[config.mk]
export PLATFORM = sky130hd
export DESIGN_NAME = prog_ram
export DESIGN_NICKNAME = d
export VERILOG_FILES = /design/src/rtl/be8_pkg.sv /design/src/rtl/ram_array.sv /design/src/rtl/prog_ram.sv
export SDC_FILE = /design/constraint.sdc
export NUM_CORES = 1
export LEC_CHECK = 0
export ABC_AREA = 1
export BUFFER_PORTS_ARGS = -buffer_cell sky130_fd_sc_hd__buf_2
export CORE_MARGIN = 1.5
export CORE_UTILIZATION = 35
export CTS_CLUSTER_DIAMETER = 150
export DETAILED_ROUTE_END_ITERATION = 8
export PLACE_DENSITY = 0.48
export SYNTH_ARGS = -nofsm -noshare
export SYNTH_HDL_FRONTEND = slang
export SYNTH_SLANG_ARGS = --single-unit
[constraint.sdc]
create_clock -name CLK -period 2.6 [get_ports CLK]
set_clock_uncertainty 0.2 [all_clocks]
set_input_delay 0.13 -clock CLK [delete_from_list [all_inputs] [get_ports CLK]]
set_output_delay 0.13 -clock CLK [all_outputs]
set_load 0.01 [all_outputs]
[src/rtl/be8_pkg.sv]
// Shared constants and FSM state type for the program RAM.
package be8_pkg;

  localparam int DATA_W_DEF = 8;
  localparam int ADDR_W_DEF = 4;

  // ST_CLEAR only becomes reachable when PROG_RAM_CLEAR_EN is defined.
  typedef enum logic [1:0] {
    ST_IDLE  = 2'd0,
    ST_LOAD  = 2'd1,
    ST_CLEAR = 2'd2
  } state_t;

endpackage

[src/rtl/ram_array.sv]
// Single-port synchronous RAM with read-before-write behaviour.
// The read data is registered, so a read has one cycle of latency.
module ram_array
  import be8_pkg::*;
#(
  parameter int DATA_W = DATA_W_DEF,
  parameter int ADDR_W = ADDR_W_DEF
) (
  input  logic              CLK,
  input  logic              EN,
  input  logic              WE,
  input  logic [ADDR_W-1:0] A,
  input  logic [DATA_W-1:0] Di,
  output logic [DATA_W-1:0] Do
);

  localparam int DEPTH = 2 ** ADDR_W;

  logic [DATA_W-1:0] mem [DEPTH];

  // Registered read of the old word, with an optional write to the same address.
  always_ff @(posedge CLK) begin
    if (EN) begin
      if (WE) begin
        mem[A] <= Di;
      end
      Do <= mem[A];
    end
  end

endmodule

[src/rtl/prog_ram.sv]
// Program RAM with a CPU port and a sequential loader port.
// The loader takes over the memory while it runs and blocks CPU accesses.
// Optional feature: PROG_RAM_CLEAR_EN zero-fills the array after every reset.
//
//   state    | meaning
//   ---------+----------------------------------------------------------
//   ST_IDLE  | CPU owns the RAM; LD_START begins a load at address 0
//   ST_LOAD  | loader owns the RAM; one word per LD_VALID cycle
//   ST_CLEAR | writes zero to every address, then returns to ST_IDLE
module prog_ram
  import be8_pkg::*;
#(
  parameter int DATA_W = DATA_W_DEF,
  parameter int ADDR_W = ADDR_W_DEF
) (
  input  logic              CLK,
  input  logic              RESETn,
  input  logic [ADDR_W-1:0] ADDR,
  input  logic [DATA_W-1:0] DIN,
  input  logic              RI,
  output logic [DATA_W-1:0] DOUT,
  input  logic              LD_START,
  input  logic              LD_VALID,
  input  logic [DATA_W-1:0] LD_DATA,
  output logic              LD_READY,
  output logic              BUSY,
  output logic              LD_DONE
);

  localparam int                DEPTH = 2 ** ADDR_W;
  localparam logic [ADDR_W-1:0] LAST  = ADDR_W'(DEPTH - 1);

  state_t            state;
  logic [ADDR_W-1:0] cnt;
  logic              busy_q;
  logic              ld_ready_q;
  logic              ld_done_q;
  logic              dout_mask_q;

  logic              ram_we;
  logic [ADDR_W-1:0] ram_a;
  logic [DATA_W-1:0] ram_di;
  logic [DATA_W-1:0] rd_bus;

  // Route the RAM port to the CPU, the loader or the clear sweep.
  always_comb begin
    ram_a  = ADDR;
    ram_di = DIN;
    ram_we = 1'b0;
    case (state)
      ST_IDLE: begin
        ram_we = RI;
      end
      ST_LOAD: begin
        ram_a  = cnt;
        ram_di = LD_DATA;
        ram_we = LD_VALID;
      end
`ifdef PROG_RAM_CLEAR_EN
      ST_CLEAR: begin
        ram_a  = cnt;
        ram_di = '0;
        ram_we = 1'b1;
      end
`endif
      default: begin
        ram_we = 1'b0;
      end
    endcase
    // A reset edge must not corrupt memory, so contents survive an aborted load.
    if (!RESETn) begin
      ram_we = 1'b0;
    end
  end

  ram_array #(
    .DATA_W (DATA_W),
    .ADDR_W (ADDR_W)
  ) u_ram (
    .CLK (CLK),
    .EN  (1'b1),
    .WE  (ram_we),
    .A   (ram_a),
    .Di  (ram_di),
    .Do  (rd_bus)
  );

  // Sequencing FSM with registered status outputs.
  always_ff @(posedge CLK) begin
    if (!RESETn) begin
`ifdef PROG_RAM_CLEAR_EN
      state  <= ST_CLEAR;
      busy_q <= 1'b1;
`else
      state  <= ST_IDLE;
      busy_q <= 1'b0;
`endif
      cnt         <= '0;
      ld_ready_q  <= 1'b0;
      ld_done_q   <= 1'b0;
      dout_mask_q <= 1'b1;
    end else begin
      ld_done_q   <= 1'b0;
      dout_mask_q <= 1'b0;
      case (state)
        ST_IDLE: begin
          if (LD_START) begin
            state      <= ST_LOAD;
            cnt        <= '0;
            busy_q     <= 1'b1;
            ld_ready_q <= 1'b1;
          end
        end
        ST_LOAD: begin
          if (LD_VALID) begin
            cnt <= cnt + ADDR_W'(1);
            if (cnt == LAST) begin
              state      <= ST_IDLE;
              busy_q     <= 1'b0;
              ld_ready_q <= 1'b0;
              ld_done_q  <= 1'b1;
            end
          end
        end
`ifdef PROG_RAM_CLEAR_EN
        ST_CLEAR: begin
          cnt <= cnt + ADDR_W'(1);
          if (cnt == LAST) begin
            state  <= ST_IDLE;
            busy_q <= 1'b0;
          end
        end
`endif
        default: begin
          state      <= ST_IDLE;
          cnt        <= '0;
          busy_q     <= 1'b0;
          ld_ready_q <= 1'b0;
        end
      endcase
    end
  end

  // The read bus is hidden while writing, while busy and right after reset.
  assign DOUT     = (RI || busy_q || dout_mask_q) ? '0 : rd_bus;
  assign BUSY     = busy_q;
  assign LD_READY = ld_ready_q;
  assign LD_DONE  = ld_done_q;

endmodule

After elaboration in Yosys (flattened, before gate mapping)
Memory sizes are Yosys's and may differ from the RTL's. A register that Yosys moved wholly into a read port is not among the register bits.
Cells that the tools add are included.
{ "totals": {"register_bits": 9, "mem_bits_rw": 128, "out_inout_bits": 11, "memories": 1} }
{ "memory_table": {"columns": ["memory", "depth", "width", "read_ports", "rd_clocked_by_memory_dff", "wr", "line", "rtl"], "rows": [
  ["u_ram.mem", 16, 8, 1, 1, 1, "ram_array.sv:19", "logic [DATA_W-1:0] mem [DEPTH];"]
]} }
{ "op_classes": {"n_addsub": 1, "eq_ne": 5, "muxes": 20, "n_reduce_logical": 6} }
{ "ops": {"columns": ["operator", "count"], "rows": [
  ["8-bit two-way mux", 2],
  ["4-bit two-way mux", 3],
  ["1-bit two-way mux", 8],
  ["4-bit one-hot mux with 2 select lines", 1],
  ["2-bit two-way mux", 3],
  ["2-bit inequality test (second input constant)", 3],
  ["3-bit AND reduction", 2],
  ["4-bit by 1-bit adder with 4-bit output (second input constant)", 1],
  ["4-bit equality test (second input constant)", 1],
  ["1-bit one-hot mux with 2 select lines", 2],
  ["2-bit one-hot mux with 2 select lines", 1],
  ["2-bit by 1-bit equality test with 1-bit output (second input constant)", 1],
  ["2-bit zero test", 1],
  ["1-bit logical OR", 2],
  ["2-bit AND reduction", 1]
]} }

Depth between registers and ports, before layout
{ "logic_depth": {"word_depth": 5, "mapped_depth": 13, "mapped_depth_nobuf": 11} }

By module
Synthesis repeated with hierarchy kept, for this count alone.
{ "hier_totals": {"hier_cells": 645, "area_unflattened_um2": 6216.0} }
{ "modules_own_cells": {"columns": ["mod", "n_inst", "cells_each", "area_per_inst_um2", "seq_area_each_um2"], "rows": [
  ["ram_array", 1, 550, 5684.2, 4083.9],
  ["prog_ram", 1, 95, 531.8, 140.1]
]} }

Worst setup path before layout
OpenSTA, ideal clock, no wires.
{ "synth_path": {"path_type": "reg2reg", "start": "register, netlist name LD_READY", "end": "memory u_ram.mem[10][0] (netlist name) (enable)", "setup_time_ps": 370, "arrival_ps": 1547, "t_required_ps": 2030, "setup_slack_ps": 482, "path_stages_with_launch": 7, "cell_sequence": "dfxtp_1 buf_4 nand2_1 nand2_2 buf_2 nand3_1 nor2_1"} }
{ "synth_rtl": {"columns": ["item", "line"], "rows": [
  ["to (decl)", "ram_array.sv:19"]
]} }

==> key figures <==
Outcome
  – Outcome: finished clean

Timing
  – FMAX: 434 MHz
  – Fin crit period: 2310 ps
  – Worst slew margin: 0.578
  – Slew Limit Fails: 0
  – Fin. Hold Viols: 0
  – Worst Tran Pin Value: 633 ps
  – Period utilization: 0.887
  – Final setup viols: 0
  – Setup TNS: 0 ps
  – RSZ-0062 raised after global routing: no

Synthesis
  – Syn Area/Cell: 9.60 µm²
  – Area leader, netlist: edfxtp_1
  – Async SR Flop Fraction: 0
  – Top cell type's share of synthesized area: 0.612
  – Ys flop type: edfxtp_1
  – Post-synth cell types: 21
  – #FFs+latches synth: 143
  – Mapped cell area: 6280 µm²
  – Synth area leaders: edfxtp_1, nand2_1, nand3_1, dfxtp_1, inv_1
  – Post-Synthesis Cells: 655
  – Post-synthesis net count: 681
  – Post-synth EDFFs: 128
  – Synth Warn #: 0
  – Sequential share of the synthesized area: 0.659

CTS
  – CTS-repair resized insts: 0
  – Clock Tree Buf Depth: 2
  – Clk root buf: clkbuf_16
  – Post-CTS Setup Bufs: 0
  – CTS tree: built
  – Clk slew on worst S/H paths: 60 ps
  – Num CTS Buffers: 17
  – Worst skew pair latency: 420 ps
  – H-Tree Level Count: 4
  – CTS sink count: 143
  – Post-cts hold buffer count: 4

Critical path
  – Crit path DAT: 2230 ps
  – Worst r2r dst: u_ram.mem[13][1]$_DFFE_PP_
  – Worst setup SP type: register
  – Crit. End Element: register
  – Cells along the critical path: buf_4 -> nor2_1 -> nor2_1 -> nand3_1 -> nor2_1 -> buf_4
  – Slowest cell delay on critical path: 400 ps
  – Reg2reg path depth: 6
  – CP max FO: 19
  – Most frequent CP cell: nor2_1
  – Slowest CP cell: dfxtp_1
  – Crit. Startpoint: LD_READY$_SDFFE_PN0P_
  – RR Startpoint: LD_READY$_SDFFE_PN0P_
  – Setup CP Type: reg2reg
  – CP required: 2520 ps
  – R2R Setup Slk: 290 ps
  – Capture point of the critical path: u_ram.mem[13][1]$_DFFE_PP_

Finish
  – Area Growth Syn to Fin: 19.0%
  – Layout cells sized above 1: 0.161
  – Ant diodes: 0
  – Final #Nets: 745
  – Final instance area: 7480 µm²

GRT
  – Vias in the first global route: 4439
  – GRT Util Overall: 0.185
  – First-pass GRT wire length: 25000 µm
  – Grt total ovfl: 0
  – Pin count of the biggest net entering global routing: 57
  – Initial antenna violation count: 0

Floorplan
  – Height of the die: 137 µm
  – Num rows: 48
  – Initial Util: 0.361
  – Die area: 18800 µm²
  – IO Count: 36
  – Area of the core: 17400 µm²
  – Die X: 137 µm

Pwr
  – Peak supply drop: 0.480 mV
  – Leakage: 3.22 nW
  – Power per cell area: 765 nW/µm²
  – Overall Power: 0.00572 W

Min path
  – Worst min-delay path class: in2reg

Routing
  – Via density: 4.67
  – Overall routed net length: 15900 µm
  – Met3 Wirelength: 410 µm
  – Uppermost routed layer: met4
  – Detailed-route via count: 4460
  – 1st-pass router iterations: 5
  – Mean routed wirelength per cell: 16.6 µm
  – Antenna viol nets, final: 0
  – DR WL met2: 7770 µm
  – Initial drt markers: 256
  – DRC errors left: 0
  – Met1 Wirelength: 7560 µm

Placed design
  – Port bufs: 35
  – Routability cong.: 0.843
  – Post-Place Cell Area: 6840 µm²
  – Post-DP HPWL: 10500 µm

Job
  – Maxcap violations: 0
kinds of logic after synthesis:
kind of cell | Yosys count | synth area share
AO/OA/AOI/OAI | 5 | 0.00458
buffers and inverters | 70 | 0.0504
AND/OR/NAND/NOR | 436 | 0.284
flip-flops | 143 | 0.659
adder cells (fa/ha/maj) | 1 | 0.00199
cell usage in the layout, fill, tap and decap left out, types with 3 or more instances in the layout:
cell type and n:
bufinv_16 3, inv_2 6, dfxtp_1 15, nor2_1 29, nor2_4 4, nand2_2 6, dlygate4sd3_1 4, inv_1 36
buf_4 34, nand2_1 317, clkinvlp_4 5, clkbuf_16 17, nand3_1 72, nor3_1 4, buf_2 35, edfxtp_1 128
worst max-delay path, delay by kind of cell (launching register included):
family | cells | cell delay, ps
buffers and inverters | 2 | 450
and+or+nand+nor | 4 | 940
DFF | 1 | 400
state kept, by name (all words and copies together), names as in the netlist:
name         count
u_ram.mem      128
LD_DONE          1
u_ram.Do         8
dout_mask_q      1
cnt              4
LD_READY         1
through the flow:
stage	util	setup slack, ps	cells	hold slack [ps]
3_3_place_gp	0.393	282	921	169
6_report	0.429	294	956	64.5
5_1_grt	0.429	42.0	956	75.2
4_1_cts	0.429	246	956	52.5
2_1_floorplan	-	482	655	27.6
3_5_place_dp	0.393	261	921	169
layer usage:
metal	up-vias	global-route usage
li1	2258	-
met1	2124	0.246
met2	65	0.304
met3	13	0.0363
met4	0	0.0620
met5	-	0
cells in the mapped netlist (4+ instances only):
library cell	number
nand2_1	319
edfxtp_1	128
nand3_1	72
inv_1	36
nor2_1	29
buf_2	19
dfxtp_1	15
inv_2	6
buf_4	4
nand2_2	4
nor2_4	4
nor3_1	4
layout make-up:
class	count	area (µm²)
Multi-Input combinational cell	442	1830
Fill cell	1724	9940
Inverter	42	158
Clock inverter	14	168
Clock buffer	17	425
Tap cell	225	282
Sequential cell	143	4140
Timing Repair Buffer	73	470
where the power goes:
group	switching, W	internal [W]
Sequential	0.0000230	0.00261
Clock	0.000914	0.00150
Combinational	0.000485	0.000194
worst min path at each step:
stage / from / to / slack (ps) / depth (start not counted)
after floorplan: RESETn / LD_READY$_SDFFE_PN0P_ / 30 / 2
after global placement: RESETn / LD_READY$_SDFFE_PN0P_ / 170 / 3
after detailed placement: RESETn / LD_READY$_SDFFE_PN0P_ / 170 / 3
after CTS: DIN[0] / u_ram.mem[7][0]$_DFFE_PP_ / 50 / 4
after global routing: DIN[0] / u_ram.mem[6][0]$_DFFE_PP_ / 80 / 4
final: DIN[0] / u_ram.mem[9][0]$_DFFE_PP_ / 60 / 4
(Power assumes the default switching activity.)
